`src/rtl/axi_multiport_bridge.sv`:
```
// N-port SRAM-like to AXI3 bridge: round-robin arbitration, per-port
// outstanding read counters, one write in flight with read-after-write blocking.
module axi_multiport_bridge #(
    parameter int NPORT   = 2,
    parameter int RD_OUTS = 2
) (
    input  logic                aclk,
    input  logic                aresetn,
    input  logic [NPORT-1:0]    port_req,
    input  logic [NPORT-1:0]    port_wr,
    input  logic [2*NPORT-1:0]  port_size,
    input  logic [32*NPORT-1:0] port_addr,
    input  logic [4*NPORT-1:0]  port_wstrb,
    input  logic [32*NPORT-1:0] port_wdata,
    output logic [NPORT-1:0]    port_addr_ok,
    output logic [NPORT-1:0]    port_data_ok,
    output logic [32*NPORT-1:0] port_rdata,
    output logic                bus_err,
    output logic [3:0]          arid,
    output logic [31:0]         araddr,
    output logic [3:0]          arlen,
    output logic [2:0]          arsize,
    output logic [1:0]          arburst,
    output logic [1:0]          arlock,
    output logic [3:0]          arcache,
    output logic [2:0]          arprot,
    output logic                arvalid,
    input  logic                arready,
    input  logic [3:0]          rid,
    input  logic [31:0]         rdata,
    input  logic [1:0]          rresp,
    input  logic                rlast,
    input  logic                rvalid,
    output logic                rready,
    output logic [3:0]          awid,
    output logic [31:0]         awaddr,
    output logic [3:0]          awlen,
    output logic [2:0]          awsize,
    output logic [1:0]          awburst,
    output logic [1:0]          awlock,
    output logic [3:0]          awcache,
    output logic [2:0]          awprot,
    output logic                awvalid,
    input  logic                awready,
    output logic [3:0]          wid,
    output logic [31:0]         wdata,
    output logic [3:0]          wstrb,
    output logic                wlast,
    output logic                wvalid,
    input  logic                wready,
    input  logic [3:0]          bid,
    input  logic [1:0]          bresp,
    input  logic                bvalid,
    output logic                bready
);
    localparam int PW = (NPORT > 1) ? $clog2(NPORT) : 1;

    typedef enum logic [1:0] {W_IDLE, W_AW_W, W_B} w_state_t;

    w_state_t         w_state, w_next;
    logic [PW-1:0]    rr, gnt_idx;
    logic [1:0]       w_owner;
    logic [2:0]       cnt [NPORT];
    logic [NPORT-1:0] elig, rd_grant, r_hit;
    logic             found, wr_grant, ar_free, wr_ok, r_acc;
    logic             b_done, collide, aw_done, w_done;
    logic [31:0]      g_addr;
    logic [1:0]       g_size;
    logic             unused;

    assign unused  = ^{rlast, bid, rid[3:2]};
    assign arlen   = 4'd0;
    assign arburst = 2'b01;
    assign arlock  = 2'b00;
    assign arcache = 4'd0;
    assign arprot  = 3'd0;
    assign awlen   = 4'd0;
    assign awburst = 2'b01;
    assign awlock  = 2'b00;
    assign awcache = 4'd0;
    assign awprot  = 3'd0;
    assign wlast   = 1'b1;
    assign awid    = {2'b00, w_owner};
    assign wid     = {2'b00, w_owner};

    assign ar_free = !arvalid || arready;
    assign wr_ok   = (w_state == W_IDLE);
    assign r_acc   = rvalid && rready;
    assign aw_done = !awvalid || awready;
    assign w_done  = !wvalid || wready;
    assign collide = rvalid && (rid[1:0] == w_owner);
    assign b_done  = bvalid && bready;

    // A read to the word held by the in-flight write must wait for its B.
    always_comb begin
        elig  = '0;
        r_hit = '0;
        for (int p = 0; p < NPORT; p++) begin
            elig[p] = port_req[p] && (port_wr[p] ? wr_ok :
                      (ar_free && (cnt[p] < 3'(RD_OUTS)) &&
                       !(!wr_ok && port_addr[32*p+2 +: 30] == awaddr[31:2])));
            r_hit[p] = r_acc && (rid[1:0] == 2'(p)) && (cnt[p] != 3'd0);
        end
    end

    always_comb begin
        port_addr_ok = '0;
        gnt_idx      = '0;
        found        = 1'b0;
        for (int i = 0; i < NPORT; i++) begin
            if (!found && elig[(int'(rr) + i) % NPORT]) begin
                found   = 1'b1;
                gnt_idx = PW'((int'(rr) + i) % NPORT);
            end
        end
        if (found) port_addr_ok[gnt_idx] = 1'b1;
    end

    assign wr_grant = found && port_wr[gnt_idx];
    assign rd_grant = port_addr_ok & ~port_wr;
    assign g_addr   = port_addr[32*gnt_idx +: 32];
    assign g_size   = port_size[2*gnt_idx +: 2];

    always_ff @(posedge aclk or negedge aresetn) begin
        if (!aresetn) w_state <= W_IDLE;
        else          w_state <= w_next;
    end

    always_comb begin
        w_next = w_state;
        unique case (w_state)
            W_IDLE: if (wr_grant) w_next = W_AW_W;
            W_AW_W: if (aw_done && w_done) w_next = W_B;
            W_B:    if (b_done) w_next = W_IDLE;
            default: w_next = W_IDLE;
        endcase
    end

    // A read beat for the write owner takes the data_ok slot first.
    always_comb begin
        bready = (w_state == W_B) && !collide;
    end

    always_ff @(posedge aclk or negedge aresetn) begin
        if (!aresetn) begin
            arvalid <= 1'b0;
            araddr  <= '0;
            arsize  <= '0;
            arid    <= '0;
            awvalid <= 1'b0;
            wvalid  <= 1'b0;
            awaddr  <= '0;
            awsize  <= '0;
            w_owner <= '0;
            wdata   <= '0;
            wstrb   <= '0;
            rr      <= '0;
        end else begin
            if (found && !port_wr[gnt_idx]) begin
                arvalid <= 1'b1;
                araddr  <= g_addr;
                arsize  <= {1'b0, g_size};
                arid    <= {2'b00, 2'(gnt_idx)};
            end else if (arready) begin
                arvalid <= 1'b0;
            end
            if (w_state == W_IDLE && wr_grant) begin
                awvalid <= 1'b1;
                wvalid  <= 1'b1;
                awaddr  <= g_addr;
                awsize  <= {1'b0, g_size};
                w_owner <= 2'(gnt_idx);
                wdata   <= port_wdata[32*gnt_idx +: 32];
                wstrb   <= port_wstrb[4*gnt_idx +: 4];
            end else begin
                if (awready) awvalid <= 1'b0;
                if (wready)  wvalid  <= 1'b0;
            end
            if (found)
                rr <= (gnt_idx == PW'(NPORT - 1)) ? '0 : gnt_idx + 1'b1;
        end
    end

    always_ff @(posedge aclk or negedge aresetn) begin
        if (!aresetn) begin
            rready       <= 1'b0;
            bus_err      <= 1'b0;
            port_data_ok <= '0;
            port_rdata   <= '0;
            for (int p = 0; p < NPORT; p++) cnt[p] <= 3'd0;
        end else begin
            rready <= 1'b1;
            if ((r_acc && rresp != 2'b00) || (b_done && bresp != 2'b00))
                bus_err <= 1'b1;
            for (int p = 0; p < NPORT; p++) begin
                cnt[p] <= cnt[p] + {2'b00, rd_grant[p]} - {2'b00, r_hit[p]};
                port_data_ok[p] <= r_hit[p] || (b_done && w_owner == 2'(p));
                if (r_hit[p]) port_rdata[32*p +: 32] <= rdata;
            end
        end
    end

endmodule
```
`config.mk`:
```
export PLATFORM = sky130hd
export DESIGN_NAME = axi_multiport_bridge
export DESIGN_NICKNAME = d
export VERILOG_FILES = /design/src/rtl/axi_multiport_bridge.sv
export SDC_FILE = /design/constraint.sdc
export NUM_CORES = 1
export LEC_CHECK = 0
export BUFFER_PORTS_ARGS = -buffer_cell sky130_fd_sc_hd__buf_2
export CAP_MARGIN = 20
export CELL_PAD_IN_SITES_DETAIL_PLACEMENT = 2
export CELL_PAD_IN_SITES_GLOBAL_PLACEMENT = 2
export CORE_ASPECT_RATIO = 0.6
export CORE_MARGIN = 3
export CORE_UTILIZATION = 29
export CTS_CLUSTER_DIAMETER = 200
export CTS_CLUSTER_SIZE = 28
export DETAILED_ROUTE_END_ITERATION = 8
export GPL_TIMING_DRIVEN = 0
export PLACE_DENSITY = 0.77
export SLEW_MARGIN = 10
export SYNTH_ARGS = -nofsm -noshare
export SYNTH_HDL_FRONTEND = slang
export SYNTH_SLANG_ARGS = --single-unit
```
`constraint.sdc`:
```
create_clock -name aclk -period 3.8 [get_ports aclk]
set_clock_uncertainty 0.2 [all_clocks]
set_input_delay 0.38 -clock aclk [delete_from_list [all_inputs] [get_ports aclk]]
set_output_delay 0.38 -clock aclk [all_outputs]
set_load 0.02 [all_outputs]
```
* Word-level counts from Yosys, hierarchy flattened *
Index checks and enable logic that the tools add are counted.

cells by class
  $add $sub $neg = 6
  order comparisons = 6
  equal/unequal tests = 9
  shifts and indexed selects = 4
  multiplexer cells = 27
  bitwise logic cells = 3
  reductions and logical operators = 52

operator list
  operator             number
  $shiftx 64x7->32     2
  $eq 30x30->1         2
  $logic_and 1x1->1    26
  $mux 1               21
  $reduce_bool 2->1    5
  $logic_not 1->1      9
  $mux 2               4
  $shiftx 8x4->4       1
  $add 3x1->3          2
  $logic_not 2->1      3
  $logic_or 1x1->1     6
  $lt 3x2->1 const B   2
  $ne 2x2->1 const B   3
  $pmux 2 s3           1
  $reduce_bool 3->1    2
  $sub 3x1->3          2
  $eq 2x1->1 const B   2
  $lt 1x2->1 const B   2
  $shiftx 4x3->2       1
  $lt 2x3->1 const B   1
  $reduce_and 3->1     1
  $add 1x1->1 const B  2
  $and 2x2->2          1
  $eq 2x1->1           1
  5 further kinds      5

storage, ports and cells
  flip-flop bits (word level) = 186

* Longest topological paths before layout *
  word-level depth = 21
  depth in mapped cells = 13
  depth with buffers taken out = 13

* Least setup slack after synthesis *
OpenSTA, ideal clock, no wires.

  kind = register to register
  from = reg awaddr[6]
  to = reg cnt[2] (netlist name)
  data arrival time = 2,847 ps
  data required time = 3,478 ps
  path slack = 631 ps
  stages on the path, launching flop included = 12
  buffers on the path = 0
  clock period less this slack = 3,169 ps
  path through = dfrtp_1 xor2_1 or4_4 nor4_4 a21oi_2 or3_4 ha_1 inv_1 ha_1 inv_1 fa_1 xor2_1

between the ends
  cells in the longest elaborated chain, start to end = 20

ends and longest elaborated chain
  what                                                            line  source
  start, declared                                                 36    output logic [31:0] awaddr,
  start signal, assigned                                          170   awaddr <= g_addr;
  $eq 30x30->1                                                    101   !(!wr_ok && port_addr[32*p+2 +: 30] == awaddr[31:2])));
  $logic_and 1x1->1                                               101
  $logic_not 1->1                                                 101
  $logic_and 1x1->1                                               100   (ar_free && (cnt[p] < 3'(RD_OUTS)) &&
  $mux 1                                                          99    elig[p] = port_req[p] && (port_wr[p] ? wr_ok :
  $logic_and 1x1->1                                               99
  $mux 1 (not written as such) (2 in series)                      111   if (!found && elig[(int'(rr) + i) % NPORT]) begin
  $mux 1                                                          111
  (+3 left out)                                                   -
  $lt 1x2->1 (not written as such) or $ge 1x1->1 (tied branches)  116   if (found) port_addr_ok[gnt_idx] = 1'b1;
  $logic_and 1x1->1 (not written as such)                         116
  $mux 1 (not written as such)                                    116
  $demux 1 s1                                                     116
  $mux 2 *                                                        116
  $and 2x2->2 *                                                   120   assign rd_grant = port_addr_ok & ~port_wr;
  $add 3x1->3 *                                                   196   cnt[p] <= cnt[p] + {2'b00, rd_grant[p]} - {2'b00, r_hit[p]};
  $sub 3x1->3 *                                                   196
  end signal, assigned by index                                   196
  end, declared                                                   63    logic [2:0] cnt [NPORT];

Every way passes the cells marked *; elsewhere a longest branch is shown, timed or not. The select of a mux whose other input is x is not followed.
A chain may end at the register's enable or synchronous reset.

* Worst setup path after layout *
  from = reg awaddr[28]
  to = reg cnt[2] (netlist name)

Same word-level chain as after synthesis.

==> summary.txt <==
Die H = 144 um
Synth warn = 0
Hold EP = awaddr[0]
Levels on crit path = 11
Max Slew Vio Count = 0
Most frequent cells in the layout = 376 x buf_2, 186 x dfrtp_1, 102 x nand2_1
Max Freq = 272 MHz
Leading area contributor after synthesis = dfrtp_1
Total number of vias = 8336
Min-delay src = port_addr[0]
Slew HR = 47.9%
Top cell type's share of synthesized area = 50.4%
Status = finished, final reports clean
RSZ-0062 raised after global routing = false
Reg-to-reg endpoint = cnt[2]
Maximum buffer depth of the clock tree = 2
Total gr overflow = 0
CTS tree = yes
Synthesized flop and latch total = 186
Fin area = 0.0131 sq mm
Setup slack at placement = -101 ps
Overall Global Routing Usage = 24.1%
Synthesized instance count = 770
Ports = 419
Final nets = 1478
Largest net degree at the start of global routing = 101
Arrival time worst endpoint = 3810 ps
Cell Area, Placed = 0.0118 sq mm
Pwr Total = 10600 uW
Routability cong. = 0.760
Worst hold path depth = 2
Critical-path cell list = xnor2_1, nand4_1, nor4_4, a21oi_2, or3_4, ha_1, inv_1, ha_1, inv_1, fa_1, xor2_1
TritonCTS Buffers = 17
Row Count = 49
Pleak = 0.00643 uW
Worst Tran Pin Value = 781 ps
DP Cell Count = 1589
Tcrit/Tclk final = 96.7%
# fillers = 3264
Routed Antenna Nets = 0
Synth area leaders = dfrtp_1 50%, o221a_1 8.5%, mux2_2 8.1%
Vias in the first global route = 9209
Initial antenna violation count = 13
Clock-pin slew on the worst setup and hold paths = 80 ps
Critical-path top delay cell = dfrtp_1
Post-synthesis sequential area ratio = 50.4%
DIE AREA = 0.0341 sq mm
Peak supply drop = 0.329 mV
# Max-Cap Violations = 0
Crit path buffers/inverters = 2
Die width = 236 um
Data required, critical path = 3940 ps
R2R depth = 11
Global-route wire length before repair = 61700 um
Setup crit end kind = register
Final setup violation count = 0
Crit Path Class = reg -> reg
Non-filler cells, final = 1701
CP peak stage delay = 430 ps
Unique masters post-synth = 50
CP startpoint kind = register
Max FO, Critical Path = 10
Layout cells sized above 1 = 43.7%
H-Tree Depth = 4
DP HPWL = 29800 um
Pwr Density = 807 mW/mm^2
Clock Sinks = 186
Worst R2R Start = awaddr[28]
R2R Setup Slk = 120 ps
Final Critical Period = 3680 ps
WL per Instance = 24.9 um
Cell family with the largest share of critical-path delay = simple AND/OR/NAND/NOR gates
Input/output buffers = 369
Synthesized area per cell = 12.0 sq um
Vias per Instance = 4.90
Post-Syn Area = 0.00923 sq mm
Final Hold Vio Count = 0
Most common cell after layout, fill and taps aside = buf_2
Clk Latency, worst-skew pair = 460 ps
Syn-to-layout area delta = 42.5%
1st-pass router iterations = 4
Final wirelength = 42400 um
Final worst setup slack = 125 ps
Core ar. = 0.0307 sq mm
Type of the most critical hold path = in -> reg
Initial DRC Count = 397
# DRC = 0
Root Driver = clkbuf_16
Initial cell density of the core = 30.1%
Setup tns final = 0 ps
[report_power, final]
part	internal (uW)	switching (uW)
clock network	914	901
registers	2900	717
logic	2120	3060
total	5930	4670
[layer usage]
layer	GRT usage [%]	share of wire [%]
met1	30.1	42
met2	42.0	50
met3	6.08	6.1
met4	6.51	2.1
met5	0	0.22
[cell families (layout without fill, tap and decap cells)]
group / count (synthesis) / after routing / synth area share, %
flops: 186 / 186 / 50.4
fa+ha+maj: 8 / 8 / 1.25
buf+inv: 104 / 580 / 6.48
other cells: 2 / 49 / 0.0814
xor+xnor: 63 / 63 / 5.98
compound gates: 92 / 92 / 10.3
simple gates: 214 / 214 / 12.0
mux: 101 / 101 / 13.5
[registers in the layout, summed over array words and instances (netlist names), 2 cells and up]
signal / count
port_data_ok: 2
awaddr: 32
port_rdata: 64
wstrb: 4
araddr: 32
wdata: 32
arsize: 2
w_state: 2
awsize: 2
cnt: 6
[how the worst max path moves through the flow]
stage,startpoint,to
2_1_floorplan,awaddr[6],cnt[2]
3_5_place_dp,port_addr[36],araddr[26]
4_1_cts,awaddr[31],araddr[11]
5_1_grt,w_state[1],wdata[3]
6_report,awaddr[28],cnt[2]
3_3_place_gp,aresetn,araddr[14]
[synthesized netlist by cell type (all sizes together)]
library cell	number
nand2	102
a21o	4
clkinv	1
nand4	8
or2b	1
nor4	9
o21ai	4
clkbuf	35
o21a	4
or2	1
ha	6
buf	54
o22ai	1
mux2	100
a22o	1
conb	2
o211ai	1
nor3	3
inv	14
and2	1
nand3	4
nor3b	1
a31oi	1
a21oi	2
a31o	1
a21boi	2
nand2b	5
dfrtp	186
mux2i	1
nor2b	1
or4	1
xnor2	29
a221oi	1
or3	72
nor2	2
o221a	70
fa	2
nand3b	3
xor2	34
[through the flow]
step                      util, %  hold WS (ps)
after floorplan                 -          -116
after global placement       38.3           254
after detailed placement     38.4           235
after CTS                    42.7          2.11
after global routing         42.9          11.8
final                        42.9          25.3
[layout make-up]
cell class	instances	area, sq um	area share [%]
tap	408	510	3.88
clock buffer	21	470	3.58
buffer	88	551	4.19
inverter	15	56.3	0.428
clock inverter	11	100	0.762
timing repair buffer	445	2630	20.0
sequential	186	4650	35.4
multi-input combinational	521	4160	31.6
antenna	6	15.0	0.114
[repair_timing]
item	in CTS	in global routing
hold buffers	73	1
hold endpoints to repair	188	1
setup endpoints to repair	9	93
setup buffers	0	0
gates resized for setup	4	7
No activity file was read; power rests on OpenSTA's default activity.
